===== config.mk =====
export PLATFORM = sky130hd
export DESIGN_NAME = nrisc_ddata_bridge_flat
export DESIGN_NICKNAME = d
export VERILOG_FILES = /design/src/rtl/nrisc_ddata_bridge_pkg.sv /design/src/rtl/nrisc_ddata_bridge_if.sv /design/src/rtl/nrisc_ddata_extend.sv /design/src/rtl/nrisc_ddata_bridge.sv /design/src/flat_wrapper.sv
export SDC_FILE = /design/constraint.sdc
export NUM_CORES = 1
export LEC_CHECK = 0
export BUFFER_PORTS_ARGS = -buffer_cell sky130_fd_sc_hd__buf_2
export CORE_MARGIN = 2
export CORE_UTILIZATION = 52
export DETAILED_ROUTE_END_ITERATION = 12
export HOLD_SLACK_MARGIN = 0.06
export PLACE_DENSITY = 0.79
export SETUP_SLACK_MARGIN = 0.2
export SYNTH_ARGS = -nofsm -noshare
export SYNTH_HDL_FRONTEND = slang
export SYNTH_SLANG_ARGS = --single-unit

===== constraint.sdc =====
create_clock -name clk -period 3.19 [get_ports clk]
set_clock_uncertainty 0.1 [all_clocks]
set_input_delay 0.319 -clock clk [delete_from_list [all_inputs] [get_ports clk]]
set_output_delay 0.319 -clock clk [all_outputs]
set_load 0.1 [all_outputs]

===== src/rtl/nrisc_ddata_bridge_pkg.sv =====
`default_nettype none
// ============================================================================
// Module   : nrisc_ddata_bridge_pkg
// Brief    : Shared encodings for the NRISC D-Data byte-serialising bridge:
//            size codes, control bit index, FSM states, beat-count helper.
// Revision : 1.0 - initial release
// ============================================================================
package nrisc_ddata_bridge_pkg;

  // core_ctrl[1:0] size encodings
  localparam logic [1:0] SZ_BYTE = 2'b00;
  localparam logic [1:0] SZ_HALF = 2'b01;
  localparam logic [1:0] SZ_FULL = 2'b10;
  localparam logic [1:0] SZ_RSVD = 2'b11;

  // core_ctrl bit selecting sign extension of load results
  localparam int CTRL_SIGN = 2;

  // Bridge FSM states
  typedef enum logic [1:0] {
    S_IDLE  = 2'd0,
    S_XFER  = 2'd1,
    S_RTAIL = 2'd2,
    S_DONE  = 2'd3
  } state_t;

  // Number of byte beats for a size code; a full word is full_bytes wide,
  // so with a 16-bit core SZ_FULL collapses onto SZ_HALF.
  function automatic logic [2:0] size_bytes(input logic [1:0] sz, input int full_bytes);
    case (sz)
      SZ_BYTE: return 3'd1;
      SZ_HALF: return 3'd2;
      default: return 3'(full_bytes);
    endcase
  endfunction

endpackage
`default_nettype wire


===== src/rtl/nrisc_ddata_bridge_if.sv =====
`default_nettype none
// ============================================================================
// Module   : nrisc_ddata_core_if / nrisc_ddata_mem_if
// Brief    : Core-side request bus and byte-wide memory bus of the D-Data
//            bridge. master = initiator of the bus, slave = responder.
// Revision : 1.0 - initial release
// ============================================================================
interface nrisc_ddata_core_if #(
  parameter int TAM     = 16,
  parameter int N_DData = 16
);
  logic [N_DData-1:0] core_addr;
  logic [TAM-1:0]     core_wdata;
  logic               core_load;
  logic               core_write;
  logic [2:0]         core_ctrl;
  logic               core_busy;
  logic               core_done;
  logic               core_err;
  logic [TAM-1:0]     core_rdata;

  // The NRISC core issues requests
  modport master (
    output core_addr, core_wdata, core_load, core_write, core_ctrl,
    input  core_busy, core_done, core_err, core_rdata
  );

  // The bridge serves them
  modport slave (
    input  core_addr, core_wdata, core_load, core_write, core_ctrl,
    output core_busy, core_done, core_err, core_rdata
  );
endinterface

interface nrisc_ddata_mem_if #(
  parameter int N_DData = 16
);
  logic [N_DData-1:0] mem_addr;
  logic [7:0]         mem_wdata;
  logic               mem_en;
  logic               mem_we;
  logic               mem_ready;
  logic [7:0]         mem_rdata;

  // The bridge issues byte beats
  modport master (
    output mem_addr, mem_wdata, mem_en, mem_we,
    input  mem_ready, mem_rdata
  );

  // The memory accepts them
  modport slave (
    input  mem_addr, mem_wdata, mem_en, mem_we,
    output mem_ready, mem_rdata
  );
endinterface
`default_nettype wire


===== src/rtl/nrisc_ddata_extend.sv =====
`default_nettype none
// ============================================================================
// Module   : nrisc_ddata_extend
// Brief    : Combinational lane assembler: keeps the loaded low bytes and
//            fills the rest of the word with the top loaded bit or zero.
// Revision : 1.0 - initial release
// ============================================================================
module nrisc_ddata_extend
  import nrisc_ddata_bridge_pkg::*;
#(
  parameter int TAM = 16
) (
  input  logic [TAM-1:0] lanes,
  input  logic [1:0]     size,
  input  logic           sign,
  output logic [TAM-1:0] word
);

  logic [2:0] w_nbytes;
  logic       w_top;
  logic       w_fill;

  // Find the top loaded bit, then replace every bit above the loaded bytes
  always_comb begin
    w_nbytes = size_bytes(size, TAM / 8);
    case (w_nbytes)
      3'd1:    w_top = lanes[7];
      3'd2:    w_top = lanes[15];
      default: w_top = lanes[TAM-1];
    endcase
    w_fill = sign & w_top;
    word   = '0;
    for (int i = 0; i < TAM; i++) begin
      word[i] = (i < 8 * int'(w_nbytes)) ? lanes[i] : w_fill;
    end
  end

endmodule
`default_nettype wire


===== src/rtl/nrisc_ddata_bridge.sv =====
`default_nettype none
// ============================================================================
// Module   : nrisc_ddata_bridge
// Brief    : Turns one core load/store into little-endian byte beats on an
//            8-bit ready-handshaked memory bus and returns extended loads.
// Revision : 1.0 - initial release
// ============================================================================
module nrisc_ddata_bridge
  import nrisc_ddata_bridge_pkg::*;
#(
  parameter int TAM     = 16,
  parameter int N_DData = 16
) (
  input  logic              clk,
  input  logic              rst,
  nrisc_ddata_core_if.slave core,
  nrisc_ddata_mem_if.master mem
);

  localparam int NB_FULL = TAM / 8;

  if (TAM != 16 && TAM != 32) begin : g_tam_check
    $error("nrisc_ddata_bridge: TAM must be 16 or 32");
  end

  state_t             r_state, w_state_nxt;
  logic [N_DData-1:0] r_base;
  logic [TAM-1:0]     r_wdata;
  logic [1:0]         r_size;
  logic               r_sign;
  logic               r_we;
  logic [2:0]         r_nbytes;
  logic [2:0]         r_cnt;
  logic               r_pend;
  logic [1:0]         r_pend_lane;
  logic [TAM-1:0]     r_lanes;
  logic [TAM-1:0]     r_rdata;
  logic               r_err;

  logic               w_strobe;
  logic               w_accept;
  logic               w_reject;
  logic               w_xfer;
  logic               w_done;
  logic               w_beat;
  logic               w_last;
  logic [TAM-1:0]     w_lanes_nxt;
  logic [TAM-1:0]     w_ext;
  logic [TAM-1:0]     w_wshift;

  // Requests are only looked at while idle; anything arriving while busy is dropped
  assign w_strobe = core.core_load | core.core_write;
  assign w_accept = (r_state == S_IDLE) & (core.core_load ^ core.core_write)
                  & (core.core_ctrl[1:0] != SZ_RSVD);
  assign w_reject = (r_state == S_IDLE) & w_strobe & ~w_accept;

  assign w_beat   = w_xfer & mem.mem_ready;
  assign w_last   = (r_cnt == r_nbytes - 3'd1);
  assign w_wshift = r_wdata >> {r_cnt, 3'b000};

  // FSM state register
  always_ff @(posedge clk) begin
    if (rst) r_state <= S_IDLE;
    else     r_state <= w_state_nxt;
  end

  // FSM next state and state-decoded strobes
  always_comb begin
    w_state_nxt = r_state;
    w_xfer      = 1'b0;
    w_done      = 1'b0;
    case (r_state)
      S_IDLE: begin
        if (w_accept) w_state_nxt = S_XFER;
      end
      S_XFER: begin
        w_xfer = 1'b1;
        if (w_beat && w_last) w_state_nxt = r_we ? S_DONE : S_RTAIL;
      end
      S_RTAIL: begin
        w_state_nxt = S_DONE;
      end
      S_DONE: begin
        w_done      = 1'b1;
        w_state_nxt = S_IDLE;
      end
      default: w_state_nxt = S_IDLE;
    endcase
  end

  // Request latch and beat counter
  always_ff @(posedge clk) begin
    if (rst) begin
      r_base   <= '0;
      r_wdata  <= '0;
      r_size   <= SZ_BYTE;
      r_sign   <= 1'b0;
      r_we     <= 1'b0;
      r_nbytes <= 3'd0;
      r_cnt    <= 3'd0;
    end else if (w_accept) begin
      r_base   <= core.core_addr;
      r_wdata  <= core.core_wdata;
      r_size   <= core.core_ctrl[1:0];
      r_sign   <= core.core_ctrl[CTRL_SIGN];
      r_we     <= core.core_write;
      r_nbytes <= size_bytes(core.core_ctrl[1:0], NB_FULL);
      r_cnt    <= 3'd0;
    end else if (w_beat) begin
      r_cnt    <= r_cnt + 3'd1;
    end
  end

  // Read byte arrives one cycle after its beat; merge it into its lane combinationally
  always_comb begin
    w_lanes_nxt = r_lanes;
    if (r_pend) begin
      for (int i = 0; i < NB_FULL; i++) begin
        if (r_pend_lane == 2'(i)) w_lanes_nxt[8*i +: 8] = mem.mem_rdata;
      end
    end
  end

  // Capture register: remembers which lane is due and stores arriving bytes
  always_ff @(posedge clk) begin
    if (rst) begin
      r_pend      <= 1'b0;
      r_pend_lane <= 2'd0;
      r_lanes     <= '0;
    end else begin
      r_pend      <= w_beat & ~r_we;
      r_pend_lane <= r_cnt[1:0];
      r_lanes     <= w_accept ? '0 : w_lanes_nxt;
    end
  end

  nrisc_ddata_extend #(
    .TAM (TAM)
  ) u_extend (
    .lanes (w_lanes_nxt),
    .size  (r_size),
    .sign  (r_sign),
    .word  (w_ext)
  );

  // Load result is registered as the final byte lands so it is valid during DONE
  always_ff @(posedge clk) begin
    if (rst)                     r_rdata <= '0;
    else if (r_state == S_RTAIL) r_rdata <= w_ext;
  end

  // Rejection pulse for the cycle after a bad request is sampled
  always_ff @(posedge clk) begin
    if (rst) r_err <= 1'b0;
    else     r_err <= w_reject;
  end

  assign core.core_busy  = (r_state != S_IDLE);
  assign core.core_done  = w_done;
  assign core.core_err   = r_err;
  assign core.core_rdata = r_rdata;

  assign mem.mem_en    = w_xfer;
  assign mem.mem_we    = w_xfer & r_we;
  assign mem.mem_addr  = w_xfer ? (r_base + N_DData'(r_cnt)) : '0;
  assign mem.mem_wdata = w_xfer ? w_wshift[7:0] : 8'h00;

endmodule
`default_nettype wire

===== src/flat_wrapper.sv =====
// flat-port wrapper written by rule: the top's interface ports become plain ports
module nrisc_ddata_bridge_flat import nrisc_ddata_bridge_pkg::*;
#(
  parameter int TAM     = 16,
  parameter int N_DData = 16
)
  (clk, rst, core_core_addr, core_core_wdata, core_core_load, core_core_write, core_core_ctrl, core_core_busy, core_core_done, core_core_err, core_core_rdata, mem_mem_addr, mem_mem_wdata, mem_mem_en, mem_mem_we, mem_mem_ready, mem_mem_rdata);
  nrisc_ddata_core_if #(.TAM(TAM), .N_DData(N_DData)) core_i ();
  nrisc_ddata_mem_if #(.N_DData(N_DData)) mem_i ();
  input  logic clk;
  input  logic rst;
  input wire logic [$bits(core_i.core_addr)-1:0] core_core_addr;
  input wire logic [$bits(core_i.core_wdata)-1:0] core_core_wdata;
  input wire logic [$bits(core_i.core_load)-1:0] core_core_load;
  input wire logic [$bits(core_i.core_write)-1:0] core_core_write;
  input wire logic [$bits(core_i.core_ctrl)-1:0] core_core_ctrl;
  output wire logic [$bits(core_i.core_busy)-1:0] core_core_busy;
  output wire logic [$bits(core_i.core_done)-1:0] core_core_done;
  output wire logic [$bits(core_i.core_err)-1:0] core_core_err;
  output wire logic [$bits(core_i.core_rdata)-1:0] core_core_rdata;
  output wire logic [$bits(mem_i.mem_addr)-1:0] mem_mem_addr;
  output wire logic [$bits(mem_i.mem_wdata)-1:0] mem_mem_wdata;
  output wire logic [$bits(mem_i.mem_en)-1:0] mem_mem_en;
  output wire logic [$bits(mem_i.mem_we)-1:0] mem_mem_we;
  input wire logic [$bits(mem_i.mem_ready)-1:0] mem_mem_ready;
  input wire logic [$bits(mem_i.mem_rdata)-1:0] mem_mem_rdata;
  assign core_i.core_addr = core_core_addr;
  assign core_i.core_wdata = core_core_wdata;
  assign core_i.core_load = core_core_load;
  assign core_i.core_write = core_core_write;
  assign core_i.core_ctrl = core_core_ctrl;
  assign core_core_busy = core_i.core_busy;
  assign core_core_done = core_i.core_done;
  assign core_core_err = core_i.core_err;
  assign core_core_rdata = core_i.core_rdata;
  assign mem_mem_addr = mem_i.mem_addr;
  assign mem_mem_wdata = mem_i.mem_wdata;
  assign mem_mem_en = mem_i.mem_en;
  assign mem_mem_we = mem_i.mem_we;
  assign mem_i.mem_ready = mem_mem_ready;
  assign mem_i.mem_rdata = mem_mem_rdata;
  nrisc_ddata_bridge #(.TAM(TAM), .N_DData(N_DData)) u_core (.clk(clk), .rst(rst), .core(core_i), .mem(mem_i));
endmodule

==> results.md <==
- Mapped Cells: 434
- Crit-path cells: ha_1, inv_1, fa_2, nor2b_4, o21ai_2, or4_1, a21oi_2, buf_12
- Core region area: 6460 um2
- Simple-Gate Fraction of Synth Area: 0.225
- Setup violations, final: 0
- Initial Util: 0.545
- Initial drt markers: 177
- Slew Viols, Final: 0
- Combinational family with the most area after synthesis: simple AND/OR/NAND/NOR gates
- CTS tree: built
- Worst Path Arrival: 2.50 ns
- Dominant synthesized flop cell: dfxtp_1
- Post-synth top area share: 0.449
- Total GRT Usage: 0.228
- DR vias/cell: 5.23
- 1st-pass router iterations: 4
- Compound-Gate Fraction of Synth Area: 0.133
- Share of layout cells above drive strength 1: 0.283
- Diode count: 0
- Bufs and invs on worst path: 2
- Worst reg2reg path depth: 7
- Clk root buf: clkbuf_8
- Worst-Skew Late Latency: 0.35 ns
- Gr ovfl total: 0
- FP Rows: 29
- Post-Layout Cell Count: 603
- Top delay family on crit path: simple AND/OR/NAND/NOR gates
- Placed instance count: 586
- Slew headroom: 0.520
- Commonest non-fill, non-tap cell in the layout: buf_2
- Worst IR Drop VDD: 0.495 mV
- Number of synthesized register bits: 79
- H-tree Lvls: 3
- Lkg Pwr: 1.88 nW
- Fin. Hold Viols: 0
- Vias in the first global route: 3,020
- TritonCTS Buffers: 9
- Adder-cell share of the synthesized area: 0.0448
- Syn. warnings: 0
- Maximum fanout along the worst path: 7
- Post-DP HPWL: 5.76 mm
- First-pass GRT wire length: 13.6 mm
- Vias: 3,151
- Post-synthesis mux area share: 0.0711
- Routed WL per cell: 13.6 um
- Die area: 7440 um2
- Hold-fix buffers at CTS: 0
- Setup_tns: 0 ns
- Number of enable flip-flop cells after synthesis: 0
- Area grow syn2layout: 27.5%
- Final nets: 581
- Hold Path Class: input port to register
- Residual DRC count: 0
- Synth area leaders: dfxtp_1 45%, nand2_1 8.7%, nor2_1 7.8%
- Largest net degree at the start of global routing: 52
- Post-route core utilization: 0.695
- Post-synthesis sequential area ratio: 0.449
- Antenna Nets Post-Route: 0
- Hold Crit Depth: 3
- Unrepaired setup endpoints after global routing: yes
- Status: completed
- Max clock buf depth: 2
- Syn Nets: 494
- Fin crit share: 0.916
- Power density over the cells: 870 nW/um2
- Launching element type of the critical path: register
- Die X-Extent: 86.3 um
- Initial antenna violation count: 0
- Worst path max stage delay: 0.54 ns
- Instance count on the critical path: 8
- Highest clock rate: 342 MHz
- Clk sinks: 79
- Most frequent cells in the layout: 85 x buf_2, 82 x nand2_1, 78 x dfxtp_1, 56 x nor2_1, 43 x a21oi_1
- R2R setup slack: 1.12 ns
- Number of library cell types mapped by synthesis: 39
- Minimum clock period: 2.92 ns
- Post-Synth XOR/XNOR Area: 0.0323
- Critical Path End Type: output pin
- Clock transition time at the flip-flop clock pins of the worst setup and hold paths: 0.08 ns
- Hold slack: 0.101 ns
- CP Class: register to output pin
- I/O pins: 93
- Routed wire length: 8.21 mm
- Post-Syn Area: 3520 um2
- Port buffer count: 92
- Routability congestion estimate: 0.797
- Least-Margin Pin Slew: 0.719 ns
- Die H: 86.3 um
- CP required: 2.77 ns
- MaxCap Viol Count: 0
- Post-Syn Area per Cell: 8.11 um2
- Synth area leader: dfxtp_1
- CP max-delay cell: or4_1
- Async S/R FF share, synth: 0
## synth_stat cells (2+ instances only)
cell type and number:
or3_1 4, nor2_1 73, o21a_1 8, xor2_1 6, nand2_1 82, nor3_1 5, dfxtp_1 79, clkbuf_1 15
a21oi_1 47, nor2b_1 3, nand2b_1 2, a211oi_1 11, buf_2 6, o21ai_1 2, xnor2_1 7, mux2i_1 25
o21ai_0 4, nand3_1 5, and3_1 2, buf_1 3, inv_1 14, ha_1 11, and2_1 4
## path summary, 6_finish.rpt
kind,startpoint,end
max,u_core.r_cnt[0]$_SDFFE_PP0P_,mem_mem_addr[12]
min,core_core_addr[10],u_core.r_base[10]$_SDFFE_PP0P_
max reg2reg,u_core.r_state[1]$_SDFFE_PP0P_,u_core.r_state[1]$_SDFFE_PP0P_
min reg2reg,u_core.r_wdata[14]$_SDFFE_PP0P_,u_core.r_wdata[14]$_SDFFE_PP0P_
## through the flow
step | area (um2) | power [W] | worst slack (ns)
5_1_grt | 4490 | 0.00409 | 0.159
3_3_place_gp | 4210 | 0.00297 | 0.432
4_1_cts | 4480 | 0.00392 | 0.210
3_5_place_dp | 4210 | 0.00300 | 0.333
6_report | 4490 | 0.00391 | 0.267
2_1_floorplan | 3610 | 0.00268 | 0.0136
## power by group
| part | internal (W) | switching, W | leakage, nW |
|---|---|---|---|
| Clock | 0.000547 | 0.000373 | 0.127 |
| Sequential | 0.00115 | 0.000107 | 0.644 |
| Combinational | 0.000393 | 0.00133 | 1.11 |
## metal layers
metal | vias up | share of wire | global-route usage
met4 | 0 | 0.0085 | 0.0469
met2 | 85 | 0.48 | 0.393
met3 | 9 | 0.059 | 0.0648
li1 | 1610 | - | -
met1 | 1447 | 0.45 | 0.287
met5 | - | 0 | 0
## tightest hold or removal path, cell delays in order
cell and delay [ns]:
buf_2 0.09, nand2_1 0.04, a21oi_1 0.05
## cells by family after synthesis
logic type / after synthesis
AND/OR/NAND/NOR: 187
adder cells (fa/ha/maj): 12
multiplexers: 25
flip-flops: 79
buffers and inverters: 39
AO/OA/AOI/OAI: 79
XOR/XNOR: 13
## registers in the layout (all words and copies together) (netlist names)
name	cells
u_core.core.core_err	1
u_core.core.core_rdata	16
u_core.r_wdata	16
u_core.r_base	16
u_core.r_state	2
u_core.r_we	1
u_core.r_lanes	16
u_core.r_pend	1
u_core.r_nbytes	2
u_core.r_cnt	3
u_core.r_size	2
u_core.r_sign	1
u_core.r_pend_lane	2
## area by class of cell
| cell class | count | area [um2] |
|---|---|---|
| clock inverter | 6 | 116 |
| timing repair buffer | 101 | 621 |
| tap | 77 | 96.3 |
| sequential | 79 | 1580 |
| multi-input combinational | 316 | 1880 |
| inverter | 14 | 52.6 |
| fill | 536 | 1970 |
| clock buffer | 10 | 138 |
## timing repair
action / 4_1_cts / 5_1_grt
pin swaps: 1 / 1
resized for setup: 4 / 2
setup buffers: 1 / 0
endpoints found under the setup margin: 3 / 4
(Power assumes the default switching activity.)
